[config.mk]
export PLATFORM = sky130hd
export DESIGN_NAME = rv_sram_bist
export DESIGN_NICKNAME = d
export VERILOG_FILES = /design/src/rtl/rv_sram_bist.sv
export SDC_FILE = /design/constraint.sdc
export NUM_CORES = 1
export LEC_CHECK = 0
export CAP_MARGIN = 5
export CORE_MARGIN = 2
export CORE_UTILIZATION = 42
export DETAILED_ROUTE_END_ITERATION = 10
export PLACE_DENSITY = 0.69
export SLEW_MARGIN = 20
export SYNTH_ARGS = -nofsm -noshare
export SYNTH_HDL_FRONTEND = slang
export SYNTH_SLANG_ARGS = --single-unit
[constraint.sdc]
create_clock -name clk_i -period 12.5 [get_ports clk_i]
set_input_delay 3.125 -clock clk_i [delete_from_list [all_inputs] [get_ports clk_i]]
set_output_delay 3.125 -clock clk_i [all_outputs]
set_load 0.01 [all_outputs]
[src/rtl/rv_sram_bist.sv]
// rv_sram_bist: self-checking SRAM tester. Writes a selectable pattern over a
// word range through the SRAM driver request port, reads it back and compares.
// It counts mismatches and captures the first failing address and data. An
// optional byte-lane pass checks partial byte-enable writes.
module rv_sram_bist #(
  parameter int unsigned XLEN      = 32,
  parameter int unsigned BASE_ADDR = 0,
  parameter int unsigned NUM_WORDS = 16,
  parameter int unsigned TIMEOUT   = 1024,
  parameter int unsigned ERR_W     = 16
) (
  input  logic              clk_i,
  input  logic              arst_i,
  input  logic              start_i,
  input  logic [1:0]        mode_i,
  input  logic              bytelane_en_i,
  input  logic [31:0]       seed_i,
  output logic              data_req_o,
  output logic              data_we_o,
  output logic [XLEN/8-1:0] data_be_o,
  output logic [XLEN-1:0]   data_addr_o,
  output logic [XLEN-1:0]   data_wdata_o,
  input  logic              data_rvalid_i,
  input  logic [XLEN-1:0]   data_rdata_i,
  output logic              busy_o,
  output logic              done_o,
  output logic              pass_o,
  output logic              timeout_o,
  output logic [ERR_W-1:0]  err_cnt_o,
  output logic [XLEN-1:0]   first_err_addr_o,
  output logic [XLEN-1:0]   first_err_data_o
);
  localparam int unsigned BW = XLEN / 8;
  localparam int unsigned LW = (BW > 1) ? $clog2(BW) : 1;
  localparam int unsigned IW = $clog2(NUM_WORDS);
  localparam int unsigned WW = $clog2(TIMEOUT + 1);
  localparam logic [31:0] TAPS = 32'h8020_0003;

  typedef enum logic [2:0] {S_IDLE, S_WR, S_RD, S_BWR, S_BRD, S_DONE} state_e;

  state_e            state_q, state_d;
  logic [IW-1:0]     idx_q, idx_d;
  logic [31:0]       lfsr_q, lfsr_d, seed_q, seed_d, seed_eff, lfsr_nx;
  logic [1:0]        mode_q, mode_d;
  logic              ble_q, ble_d, to_q, to_d, done_q, done_d;
  logic [WW-1:0]     wdog_q, wdog_d;
  logic [ERR_W-1:0]  err_q, err_d;
  logic [XLEN-1:0]   fea_q, fea_d, fed_q, fed_d;

  logic              busy, accept, last;
  logic [XLEN-1:0]   addr, pat, exp_lane, expected;
  logic [LW-1:0]     lane;
  logic [BW-1:0]     be_lane;

  assign busy     = (state_q == S_WR) || (state_q == S_RD) ||
                    (state_q == S_BWR) || (state_q == S_BRD);
  assign accept   = busy && data_rvalid_i;
  assign last     = (idx_q == IW'(NUM_WORDS - 1));
  assign addr     = XLEN'(BASE_ADDR) + (XLEN'(idx_q) << $clog2(BW));
  assign lane     = LW'(32'(idx_q) % BW);
  assign be_lane  = BW'(1) << lane;
  assign lfsr_nx  = {1'b0, lfsr_q[31:1]} ^ (lfsr_q[0] ? TAPS : 32'h0);
  assign seed_eff = (seed_i == 32'h0) ? 32'h1 : seed_i;

  // Pattern generator, plus the byte-lane-merged expectation for BRD
  always_comb begin
    pat = '0;
    case (mode_q)
      2'd0:    pat = addr;
      2'd1:    pat = XLEN'(1) << (32'(idx_q) % XLEN);
      2'd2:    pat = idx_q[0] ? {(XLEN/2){2'b10}} : {(XLEN/2){2'b01}};
      default: pat = lfsr_q[XLEN-1:0];
    endcase
    exp_lane = pat;
    for (int b = 0; b < int'(BW); b++)
      if (LW'(b) == lane) exp_lane[b*8 +: 8] = ~pat[b*8 +: 8];
    expected = (state_q == S_BRD) ? exp_lane : pat;
  end

  // Request-side outputs: all zero outside the active phases; req drops in the rvalid cycle
  assign data_req_o   = busy && !data_rvalid_i;
  assign data_we_o    = (state_q == S_WR) || (state_q == S_BWR);
  assign data_be_o    = !busy ? '0 : (state_q == S_BWR) ? be_lane : '1;
  assign data_addr_o  = busy ? addr : '0;
  assign data_wdata_o = (state_q == S_WR) ? pat : (state_q == S_BWR) ? ~pat : '0;

  assign busy_o           = busy;
  assign done_o           = done_q;
  assign pass_o           = done_q && (err_q == '0) && !to_q;
  assign timeout_o        = to_q;
  assign err_cnt_o        = err_q;
  assign first_err_addr_o = fea_q;
  assign first_err_data_o = fed_q;

  // Sequencer next state: start, per-transaction advance, compare and watchdog
  always_comb begin
    state_d = state_q; idx_d = idx_q; lfsr_d = lfsr_q; seed_d = seed_q;
    mode_d = mode_q; ble_d = ble_q; to_d = to_q; done_d = done_q;
    wdog_d = wdog_q; err_d = err_q; fea_d = fea_q; fed_d = fed_q;
    case (state_q)
      S_IDLE, S_DONE: begin
        if (start_i) begin
          mode_d  = mode_i;
          ble_d   = bytelane_en_i;
          seed_d  = seed_eff;
          lfsr_d  = seed_eff;
          idx_d   = '0;
          wdog_d  = '0;
          err_d   = '0;
          fea_d   = '0;
          fed_d   = '0;
          to_d    = 1'b0;
          done_d  = 1'b0;
          state_d = S_WR;
        end
      end
      default: begin
        if (accept) begin
          wdog_d = '0;
          if (((state_q == S_RD) || (state_q == S_BRD)) && (data_rdata_i != expected)) begin
            if (err_q != '1) err_d = err_q + ERR_W'(1);
            if (err_q == '0) begin
              fea_d = addr;
              fed_d = data_rdata_i;
            end
          end
          if (last) begin
            // Phase change: restart the index and the pattern sequence
            idx_d  = '0;
            lfsr_d = seed_q;
            case (state_q)
              S_WR:    state_d = S_RD;
              S_RD:    state_d = ble_q ? S_BWR : S_DONE;
              S_BWR:   state_d = S_BRD;
              default: state_d = S_DONE;
            endcase
            if (state_d == S_DONE) done_d = 1'b1;
          end else begin
            idx_d  = idx_q + IW'(1);
            lfsr_d = lfsr_nx;
          end
        end else if (wdog_q == WW'(TIMEOUT)) begin
          to_d    = 1'b1;
          done_d  = 1'b1;
          state_d = S_DONE;
        end else begin
          wdog_d = wdog_q + WW'(1);
        end
      end
    endcase
  end

  // State registers
  always_ff @(posedge clk_i or posedge arst_i) begin
    if (arst_i) begin
      state_q <= S_IDLE;
      idx_q   <= '0;
      lfsr_q  <= 32'h1;
      seed_q  <= 32'h1;
      mode_q  <= '0;
      ble_q   <= 1'b0;
      to_q    <= 1'b0;
      done_q  <= 1'b0;
      wdog_q  <= '0;
      err_q   <= '0;
      fea_q   <= '0;
      fed_q   <= '0;
    end else begin
      state_q <= state_d;
      idx_q   <= idx_d;
      lfsr_q  <= lfsr_d;
      seed_q  <= seed_d;
      mode_q  <= mode_d;
      ble_q   <= ble_d;
      to_q    <= to_d;
      done_q  <= done_d;
      wdog_q  <= wdog_d;
      err_q   <= err_d;
      fea_q   <= fea_d;
      fed_q   <= fed_d;
    end
  end
endmodule

Yosys cells after proc, flatten, opt, wreduce, memory -nomap -nowiden

Cells that the tools add are included.

Flip-flop bits (word level): 167
Input port bits: 71

Shifts and indexed selects: 2
Reductions and logical operators: 32
Mux-type cells: 58
Bitwise operators: 6
Add/sub/neg operators: 3
Equality and inequality tests: 20

Operators with widths:

| operator                | count |
|---|---|
| $mux W32                | 19 |
| $pmux W32 S3            | 1 |
| $mux W16                | 5 |
| $mux W11                | 4 |
| $logic_not A32 Y1       | 1 |
| $mux W8                 | 4 |
| $ne A32 B32 Y1          | 1 |
| $not A32 Y32            | 1 |
| $not A8 Y8              | 4 |
| $shl A1 B4 Y32 const A  | 1 |
| $xor A31 B32 Y32        | 1 |
| $mux W3                 | 9 |
| $mux W4                 | 6 |
| $add A16 B1 Y16 const B | 1 |
| $logic_not A16 Y1       | 1 |
| $ne A16 B16 Y1 const B  | 1 |
| $reduce_and A4 Y1       | 3 |
| $add A11 B1 Y11 const B | 1 |
| $eq A11 B11 Y1 const B  | 1 |
| $reduce_bool A2 Y1      | 5 |
| $eq A3 B3 Y1 const B    | 3 |
| $pmux W3 S3             | 1 |
| $mux W1                 | 8 |
| $eq A3 B2 Y1 const B    | 2 |
| 22 further kinds        | 37 |

Logic depth before layout (Yosys ltp)

Gate-level depths: netlist (run 1).

Word-level depth: 12
Gate-level depth with buffers: 15

Worst setup path after synthesis (run 1)

No wires, ideal clock.

Kind: input port to output port
Start point: input data_rvalid_i
End point: output data_req_o
Data required time: 9.375 ns
Arrival time: 3.303 ns
Stages on the path: 1
Path buffers: 0
Slack: 6.072 ns
Cell sequence: nor2b_1

Cells in the longest elaborated chain, start to end: 2

Ends and longest elaborated chain:

| element             | RTL line | source |
|---|---|---|
| start, declared     | 23       | `input logic data_rvalid_i,` |
| $logic_not A1 Y1    | 81       | `assign data_req_o = busy && !data_rvalid_i;` |
| $logic_and A1 B1 Y1 | 81       |  |
| end, declared       | 18       | `output logic data_req_o,` |

No other way between the ends.

Worst setup path after layout (run 1)

Same ends and word-level chain as after synthesis.

==> results.sh, run 1 <==
export IMPL_port_buffers=168
export IMPL_synth_xor_area_share_pct=5.43
export IMPL_arrival_ps=4330
export IMPL_dieHeight_um=154
export IMPL_drive_gt1_share_pct=8.63
export IMPL_largest_family_of_logic_cells_by_synthesized_area="simple AND/OR/NAND/NOR gates"
export IMPL_timing_final_hold_violations=0
export IMPL_cts_made_buffers=17
export IMPL_synth_distinct_cells=77
export IMPL_power_density_cell_area_nw_per_um2=260
export IMPL_power_static_leakage_nw=5.13
export IMPL_initial_core_util_pct=42.4
export IMPL_hold_class="reg2reg"
export IMPL_final_nets=1296
export IMPL_fp_dieW_um=154
export IMPL_yosys_warnings=0
export IMPL_timing_critical_path_slowest_cell_delay_ps=540
export IMPL_tritoncts_clock_tree="done"
export IMPL_top_signal_layer_used="met4"
export IMPL_final_clock_period_utilization_by_the_worst_path_pct=59.6
export IMPL_clk_pin_slew_worst_paths_ps=60
export IMPL_post_dp_cell_area_sq_um=11100
export IMPL_crit_path_cell_trace="clkdlybuf4s50_1, nor2b_1, clkdlybuf4s50_1"
export IMPL_worst_path_max_fanout=6
export IMPL_root_cell_of_the_clock_tree="sky130_fd_sc_hd__clkbuf_16"
export IMPL_clock_path_buffers=2
export IMPL_num_vias=8224
export IMPL_synth_adder_area_share_pct=1.32
export IMPL_cts_hold_fix_buffers=0
export IMPL_pin_count_of_the_biggest_net_entering_global_routing=75
export IMPL_fin_setup_tns_ps=0
export IMPL_antenna_found_initial=0
export IMPL_setup_violations_final=0
export IMPL_count_of_standard_cell_rows=55
export IMPL_fin_skew_ps=14.4
export IMPL_fillCellCount=2083
export IMPL_period_needed_ps=7460
export IMPL_peakVddDrop_mv=0.144
export IMPL_cts_resized_gates=0
export IMPL_cts_num_sinks=139
export IMPL_worstPathBufferInverterCount=2
export IMPL_drt_met1_wl_um=12500
export IMPL_first_global_vias=7608
export IMPL_synth_seq_area_share_pct=36.6
export IMPL_global_route_overflow_total=0
export IMPL_routed_via_density=5.44
export IMPL_critical_path_top_cell_by_count="sky130_fd_sc_hd__clkdlybuf4s50_1"
export IMPL_grt_first_pass_wirelength_um=41700
export IMPL_num_io_pins=225
export IMPL_wl_met3_um=1330
export IMPL_drtPass1Iterations=7
export IMPL_synth_enable_flop_cells=0
export IMPL_slowest_stage_cell_crit_path="sky130_fd_sc_hd__clkdlybuf4s50_1"
export IMPL_async_reset_ff_share_pct=100
export IMPL_post_cts_setup_buffer_count=0
export IMPL_core_area_sq_um=22400
export IMPL_area_delta_synth_final_pct=22.4
export IMPL_whs_ps=497
export IMPL_rsz_0062_raised_after_global_routing="false"
export IMPL_worstMarginPinSlew_ps=1080
export IMPL_post_synth_instance_area_sq_um=9510
export IMPL_insertion_delay_ps=430
export IMPL_fmax_mhz=134
export IMPL_critical_path_startpoint_type="primary input"
export IMPL_criticalPathCategory="in2out"
export IMPL_htreeDepth=4
export IMPL_floorplan_die_area_sq_um=23900
export IMPL_required_ps=9380
export IMPL_post_synth_cell_area_avg_sq_um=8.72
export IMPL_run_status="finished, final reports clean"
export IMPL_netlist_instances=1090
export IMPL_slew_viol_final=0
export IMPL_drtAntennaViolNets=0
export IMPL_hpwlAfterDp_um=19200
export IMPL_gp_routability_congestion=0.913
export IMPL_met2_length_um=11900
export IMPL_critical_path_top_delay_family="buffers and inverters"
export IMPL_ys_seq_elements=139
export IMPL_diodes=0
export IMPL_drtIter0Drc=676
export IMPL_crit_path_end_kind="output pin"
export IMPL_synthMuxAreaShare_pct=12.9
export IMPL_routed_wl_um=26200
export IMPL_synthFlopType="sky130_fd_sc_hd__dfrtp_1"
export IMPL_final_cell_area_sq_um=11600
export IMPL_cap_violations=0
export IMPL_synth_simple_gate_area_share_pct=18.5
export IMPL_groute_usage_overall_pct=21.9
export IMPL_synth_compound_area_share_pct=14.5
export IMPL_routedWlPerCell_um=17.3
export IMPL_remaining_drc_errors=0
export IMPL_worst_slew_margin_rel_pct=27.8
layout make-up:
class | instances | area (sq um) | area share, %
Tap cell | 285 | 357 | 3.06
Clock buffer | 20 | 447 | 3.84
Sequential cell | 139 | 3480 | 29.9
Multi-Input combinational cell | 818 | 5240 | 45.0
Clock inverter | 12 | 115 | 0.989
Inverter | 58 | 220 | 1.89
Timing Repair Buffer | 181 | 1780 | 15.3
Yosys cell counts (all sizes together), types with 6 or more instances:
library cell	number	area [sq um]
dfrtp	137	3430
a21oi	58	290
a211oi	12	90.1
inv	56	210
or3	12	75.1
clkbuf	45	169
and2	18	113
o21ai	75	379
nor2b	9	58.8
and3	15	93.8
xnor2	49	429
mux2	41	462
nor2	92	345
nor3	15	80.1
nand2b	9	56.3
ha	10	125
xor2	10	87.6
nand2	110	413
o21a	10	75.1
nor4	17	119
mux2i	76	761
a31o	8	70.1
nand3	29	145
o211ai	6	45.0
nand4	11	68.8
buf	85	637
a31oi	12	75.1
report_power, final:
part           switching (mW)  internal, mW  total, mW
clock network           0.206         0.281      0.487
registers               0.150         0.631      0.781
logic                   0.981         0.777       1.76
per-layer routing:
metal  vias to the layer above  track usage, %
met5                         -               0
met2                       295            34.5
met3                        36            3.14
met1                      3953            31.6
met4                         0            6.26
li1                       3940               -
path summary, 6_finish.rpt:
path                                      from                  end  slack (ps)  cells past startpoint
min in group asynchronous               arst_i  first_err_data_o[8]        3070                      2
max in group asynchronous               arst_i            wdog_q[1]        8230                      3
hold / removal             first_err_addr_o[2]  first_err_addr_o[2]         500                      1
setup reg to reg                    state_q[2]  first_err_addr_o[3]        7820                     14
setup / recovery                 data_rvalid_i           data_req_o        5040                      3
hold reg to reg            first_err_addr_o[2]  first_err_addr_o[2]         500                      1
placed cells by master (no fill, tap or decap), drive strengths merged, types with 9 or more instances in the layout:
master         count
nor4              17
buf               13
nand2b             9
mux2              41
nor2b              9
xor2              10
a31oi             12
nor2              92
or3               12
o21a              10
xnor2             49
and3              15
clkdlybuf4s50    168
nand2            110
ha                10
mux2i             76
nor3              15
dfrtp            137
a211oi            12
conb              56
nand3             29
clkbuf            20
a21oi             58
and2              18
o21ai             75
nand4             11
inv               59
sequential cells by signal, indices dropped and copies added (netlist names), 2 cells and up:
| name | cells |
|---|---|
| idx_q | 4 |
| lfsr_q | 32 |
| err_cnt_o | 16 |
| first_err_addr_o | 4 |
| first_err_data_o | 32 |
| seed_q | 32 |
| state_q | 3 |
| mode_q | 2 |
| wdog_q | 11 |
through the flow:
step | cells | power (mW) | util, % | setup slack (ps)
finish | 1513 | 3.03 | 51.9 | 5040
CTS | 1513 | 3.03 | 51.9 | 5040
detailed placement | 1481 | 2.54 | 49.4 | 5040
global placement | 1481 | 2.50 | 49.4 | 5040
global route | 1513 | 3.25 | 51.9 | 4990
floorplan | 1145 | 2.00 | - | 5650
kinds of logic after synthesis:
| kind of cell | Yosys count |
|---|---|
| simple gates | 358 |
| mux | 117 |
| compound gates | 218 |
| buf+inv | 188 |
| fa+ha+maj | 10 |
| flops | 139 |
| other cells | 1 |
| xor+xnor | 59 |
(Power assumes the default switching activity.)
==> run 2, diff against run 1 <==
- PLACE_DENSITY: 0.69 -> 0.72
- clock period: 12.5 -> 6.25 ns (I/O delays scaled with it)
==> run 2 against run 1 <==
Critical path depth up 3; setup slack got worse by 3500 ps; power increased by 99%; non-clock buffer count is 3 higher; wire length rose by 0.22%; clock skew decreased by 7.3 ps; via count down 0.17%; core utilization up 0.084 points.
==> results.sh, run 2 (synthesis gave the netlist of run 1 again) <==
export IMPL_run_status="finished, final reports clean"
export IMPL_insertion_delay_ps=420
export IMPL_arrival_ps=3120
export IMPL_holdPathStages=1
export IMPL_multi_input_area_sq_um=5240
export IMPL_sequential_group_share_of_total_power_pct=26.5
export IMPL_num_io_pins=225
export IMPL_count_of_standard_cell_rows=55
export IMPL_cts_hold_fix_buffers=0
export IMPL_final_clock_period_utilization_by_the_worst_path_pct=75.0
export IMPL_routed_via_density=5.41
export IMPL_internal_portion_of_total_power_mw=3.37
export IMPL_num_vias=8210
export IMPL_root_cell_of_the_clock_tree="sky130_fd_sc_hd__clkbuf_16"
export IMPL_period_needed_ps=4690
export IMPL_hpwlAfterDp_um=19100
export IMPL_power_density_cell_area_nw_per_um2=517
export IMPL_crit_path_cell_trace="buf_4, mux2i_1, o21ai_0, xnor2_1, nor2_1, clkdlybuf4s50_1"
export IMPL_required_ps=4690
export IMPL_setup_violations_final=0
export IMPL_drtAntennaViolNets=0
export IMPL_clock_path_buffers=2
export IMPL_rsz_0062_raised_after_global_routing="false"
export IMPL_drtPass1Iterations=5
export IMPL_dp_cells=1484
export IMPL_cts_resized_gates=0
export IMPL_combPwrFrac_pct=58.1
export IMPL_critical_path_startpoint_type="register"
export IMPL_fillCellCount=2089
export IMPL_final_nets=1299
export IMPL_first_global_vias=7698
export IMPL_pin_count_of_the_biggest_net_entering_global_routing=140
export IMPL_groute_usage_overall_pct=21.8
export IMPL_cts_made_buffers=17
export IMPL_fin_skew_ps=7.07
export IMPL_fp_dieW_um=154
export IMPL_worst_path_max_fanout=29
export IMPL_port_buffers=168
export IMPL_fmax_mhz=213
export IMPL_r2r_slack_ps=1870
export IMPL_tritoncts_clock_tree="done"
export IMPL_area_delta_synth_final_pct=22.6
export IMPL_timing_critical_path_slowest_cell_delay_ps=900
export IMPL_worst_r2r_cell_count=11
export IMPL_clk_pin_slew_worst_paths_ps=60
export IMPL_worst_slew_margin_rel_pct=26.2
export IMPL_switching_share_pct=44.2
export IMPL_cap_violations=0
export IMPL_gp_routability_congestion=0.903
export IMPL_global_route_overflow_total=0
export IMPL_drtIter0Drc=845
export IMPL_core_area_sq_um=22400
export IMPL_worstMarginPinSlew_ps=1100
export IMPL_total_switching_power_mw=2.66
export IMPL_sequential_area_sq_um=3480
export IMPL_grt_first_pass_wirelength_um=41600
export IMPL_peakVddDrop_mv=0.296
export IMPL_routed_wl_um=26300
export IMPL_slowest_stage_cell_crit_path="sky130_fd_sc_hd__dfrtp_1"
export IMPL_stdcell_count=1517
export IMPL_most_common_layout_cells="168 x sky130_fd_sc_hd__clkdlybuf4s50_1, 137 x sky130_fd_sc_hd__dfrtp_1, 110 x sky130_fd_sc_hd__nand2_1"
export IMPL_routedWlPerCell_um=17.3
export IMPL_antenna_found_initial=1
export IMPL_drive_gt1_share_pct=8.85
export IMPL_initial_core_util_pct=42.4
export IMPL_remaining_drc_errors=0
export IMPL_dieHeight_um=154
export IMPL_hold_class="reg2reg"
export IMPL_slew_viol_final=0
export IMPL_timing_final_hold_violations=0
export IMPL_power_static_leakage_nw=5.15
export IMPL_mostFrequentLayoutCell="sky130_fd_sc_hd__clkdlybuf4s50_1"
export IMPL_criticalPathCategory="reg2out"
export IMPL_htreeDepth=4
export IMPL_post_cts_setup_buffer_count=0
export IMPL_floorplan_die_area_sq_um=23900
export IMPL_crit_path_end_kind="output pin"
export IMPL_power_frac_clock_pct=15.4
export IMPL_fin_setup_tns_ps=0
export IMPL_cts_num_sinks=139
-- run 2: final cells by class --
type | count | area share (%)
multi-input combinational | 818 | 44.9
sequential | 139 | 29.9
timing repair buffer | 184 | 15.6
clock buffer | 22 | 4.07
tap | 285 | 3.06
inverter | 58 | 1.89
clock inverter | 10 | 0.590
antenna | 1 | 0.0215
-- run 2: metal layers --
layer	routed length [um]	GRT usage, %	vias to the layer above
li1	-	-	3933
met1	12200	30.8	3932
met2	12200	34.6	311
met3	1440	3.19	34
met4	493	7.10	0
met5	0	0	-
-- run 2: final timing paths --
| kind | start | end |
|---|---|---|
| min reg2reg | wdog_q[10] | wdog_q[10] |
| min in group asynchronous | arst_i | first_err_data_o[3] |
| max in group asynchronous | arst_i | seed_q[16] |
| max reg2reg | mode_q[0] | first_err_addr_o[3] |
| max | mode_q[0] | data_wdata_o[7] |
| min | wdog_q[10] | wdog_q[10] |
-- run 2: per-stage QoR --
| stage | instance area (sq um) | setup WS [ps] | total power [mW] | hold WS [ps] | util [%] |
|---|---|---|---|---|---|
| 2_1_floorplan | 9720 | 966 | 4.00 | 441 | - |
| 6_report | 11700 | 1560 | 6.03 | 485 | 52.0 |
| 5_1_grt | 11700 | 1390 | 6.47 | 503 | 52.0 |
| 4_1_cts | 11700 | 1560 | 6.04 | 481 | 51.9 |
| 3_5_place_dp | 11100 | 1420 | 5.09 | 463 | 49.5 |
| 3_3_place_gp | 11100 | 1460 | 5.02 | 463 | 49.5 |
-- run 2: power by group through the flow --
stage          Sequential, mW  Clock (mW)  Combinational, mW
6_report                 1.60       0.930               3.50
5_1_grt                  1.65       0.983               3.84
4_1_cts                  1.59       0.948               3.50
3_5_place_dp             1.60           0               3.49
3_3_place_gp             1.59           0               3.42
2_1_floorplan            1.49           0               2.51
-- run 2: worst max-delay path, delay by kind of cell (launching register included) --
family | cells | cell delay, ps
buf+inv | 2 | 970
flops | 1 | 900
mux | 1 | 300
compound gates | 1 | 200
xor+xnor | 1 | 180
simple gates | 1 | 150
==> run 3, diff against run 2 <==
- PLACE_DENSITY: 0.72 -> 0.69
- clock period: 6.25 -> 4.75 ns (I/O delays scaled with it)
==> run 3 against run 2 <==
Sequential power grew 34%; wire length grew 0.45%; setup slack lost 1200 ps; final area grew 0.63%; largest cell class unchanged; largest power group unchanged; worst hold slack is essentially flat; critical path depth is the same; power grew 34%; non-clock buffer count grew 3.
==> results.sh, run 3 (synthesis gave the netlist of run 1 again) <==
export IMPL_run_status="finished, final reports clean"
export IMPL_power_density_cell_area_nw_per_um2=690
export IMPL_htreeDepth=4
export IMPL_drtPass1Iterations=5
export IMPL_criticalPathCategory="reg2out"
export IMPL_period_needed_ps=4340
export IMPL_initial_core_util_pct=42.4
export IMPL_final_nets=1302
export IMPL_arrival_ps=3150
export IMPL_routed_via_density=5.44
export IMPL_power_static_leakage_nw=5.18
export IMPL_required_ps=3560
export IMPL_cts_hold_fix_buffers=0
export IMPL_fp_dieW_um=154
export IMPL_crit_path_end_kind="output pin"
export IMPL_num_vias=8252
export IMPL_gp_routability_congestion=0.878
export IMPL_worstMarginPinSlew_ps=989
export IMPL_root_cell_of_the_clock_tree="sky130_fd_sc_hd__clkbuf_16"
export IMPL_count_of_standard_cell_rows=55
export IMPL_final_clock_period_utilization_by_the_worst_path_pct=91.4
export IMPL_worst_slew_margin_rel_pct=34.1
export IMPL_routedWlPerCell_um=17.4
export IMPL_cts_resized_gates=0
export IMPL_fin_setup_tns_ps=0
export IMPL_sequential_area_sq_um=3480
export IMPL_routed_wl_um=26400
export IMPL_mostFrequentLayoutCell="sky130_fd_sc_hd__clkdlybuf4s50_1"
export IMPL_num_io_pins=225
export IMPL_cts_num_sinks=139
export IMPL_fmax_mhz=230
export IMPL_groute_usage_overall_pct=22.0
export IMPL_dp_cells=1487
export IMPL_whs_ps=485
export IMPL_post_dp_cell_area_sq_um=11100
export IMPL_insertion_delay_ps=430
export IMPL_final_cell_area_sq_um=11700
export IMPL_pin_count_of_the_biggest_net_entering_global_routing=92
export IMPL_cts_made_buffers=17
export IMPL_first_global_vias=7602
export IMPL_hpwlAfterDp_um=19200
export IMPL_port_buffers=168
export IMPL_clock_path_buffers=2
export IMPL_most_common_layout_cells="168 x sky130_fd_sc_hd__clkdlybuf4s50_1, 137 x sky130_fd_sc_hd__dfrtp_1, 110 x sky130_fd_sc_hd__nand2_1"
export IMPL_core_area_sq_um=22400
export IMPL_diodes=0
export IMPL_tritoncts_clock_tree="done"
export IMPL_antenna_found_initial=0
export IMPL_rsz_0062_raised_after_global_routing="false"
export IMPL_drive_gt1_share_pct=9.08
export IMPL_drtAntennaViolNets=0
export IMPL_setup_violations_final=0
export IMPL_stdcell_count=1518
export IMPL_critical_path_startpoint_type="register"
export IMPL_peakVddDrop_mv=0.356
export IMPL_worst_path_max_fanout=30
export IMPL_floorplan_die_area_sq_um=23900
export IMPL_clk_pin_slew_worst_paths_ps=60
export IMPL_slew_viol_final=0
export IMPL_multi_input_area_sq_um=5240
export IMPL_grt_first_pass_wirelength_um=41600
export IMPL_post_cts_setup_buffer_count=0
export IMPL_fillCellCount=2045
export IMPL_remaining_drc_errors=0
export IMPL_timing_final_hold_violations=0
export IMPL_fin_skew_ps=13.4
export IMPL_area_delta_synth_final_pct=23.3
export IMPL_cap_violations=0
export IMPL_drtIter0Drc=692
export IMPL_final_core_utilization_pct=52.3
export IMPL_dieHeight_um=154
export IMPL_global_route_overflow_total=0
export IMPL_hold_class="reg2reg"
[run 3: changes by cell type in the layout (fill, tap and decap cells not counted)]
| cell | delta |
|---|---|
| sky130_fd_sc_hd__clkinv_2 | -2 |
| sky130_fd_sc_hd__clkbuf_8 | -2 |
| sky130_fd_sc_hd__buf_12 | +1 |
| sky130_fd_sc_hd__inv_4 | -1 |
| sky130_fd_sc_hd__diode_2 | -1 |
| sky130_fd_sc_hd__clkinv_4 | -1 |
| sky130_fd_sc_hd__clkbuf_1 | -1 |
| sky130_fd_sc_hd__bufinv_16 | +2 |
| sky130_fd_sc_hd__inv_6 | +3 |
| sky130_fd_sc_hd__buf_4 | +2 |
| sky130_fd_sc_hd__inv_8 | +1 |
[run 3: path summary, 6_finish.rpt]
| kind | startpoint | to | slack (ps) | depth (start not counted) |
|---|---|---|---|---|
| min in group asynchronous | arst_i | first_err_data_o[1] | 1100 | 2 |
| max in group asynchronous | arst_i | wdog_q[6] | 2810 | 3 |
| max reg2reg | mode_q[0] | first_err_addr_o[3] | 660 | 10 |
| min | wdog_q[10] | wdog_q[10] | 490 | 1 |
| max | mode_q[0] | data_wdata_o[6] | 410 | 6 |
| min reg2reg | wdog_q[10] | wdog_q[10] | 490 | 1 |
[run 3: layout make-up]
type	instances	share of cell area (%)
inverters	58	1.89
flip-flops and latches	139	29.7
well taps	285	3.04
repair buffers	187	15.8
multi-input cells	818	44.7
clock buffers	19	3.78
clock inverters	12	1.19
[run 3: critical path, stage by stage (launching register included)]
cell,delay (ps)
sky130_fd_sc_hd__dfrtp_1,990
sky130_fd_sc_hd__buf_4,330
sky130_fd_sc_hd__or3b_1,360
sky130_fd_sc_hd__o32a_1,240
sky130_fd_sc_hd__xnor2_1,140
sky130_fd_sc_hd__nor2_1,100
sky130_fd_sc_hd__clkdlybuf4s50_1,550
[run 3: metal layers]
metal	vias to the layer above	wire length, um	track usage, %
li1	3929	-	-
met1	4005	12400	30.9
met3	44	1340	3.56
met5	-	0	0
met4	0	605	7.80
met2	274	12100	34.4
[run 3: per-stage QoR]
| step | setup slack [ps] | power, mW |
|---|---|---|
| 3_5_place_dp | 444 | 6.74 |
| 2_1_floorplan | 1480 | 5.26 |
| 4_1_cts | 391 | 8.12 |
| 3_3_place_gp | 482 | 6.65 |
| 5_1_grt | 188 | 8.65 |
| 6_report | 408 | 8.10 |
[run 3: power breakdown]
part           leakage [nW]  total, mW  switching, mW  internal [mW]
Combinational          3.14       4.62           2.52           2.10
Clock                 0.282       1.34          0.551          0.792
Sequential             1.76       2.14          0.477           1.66
Total                  5.18       8.10           3.55           4.55
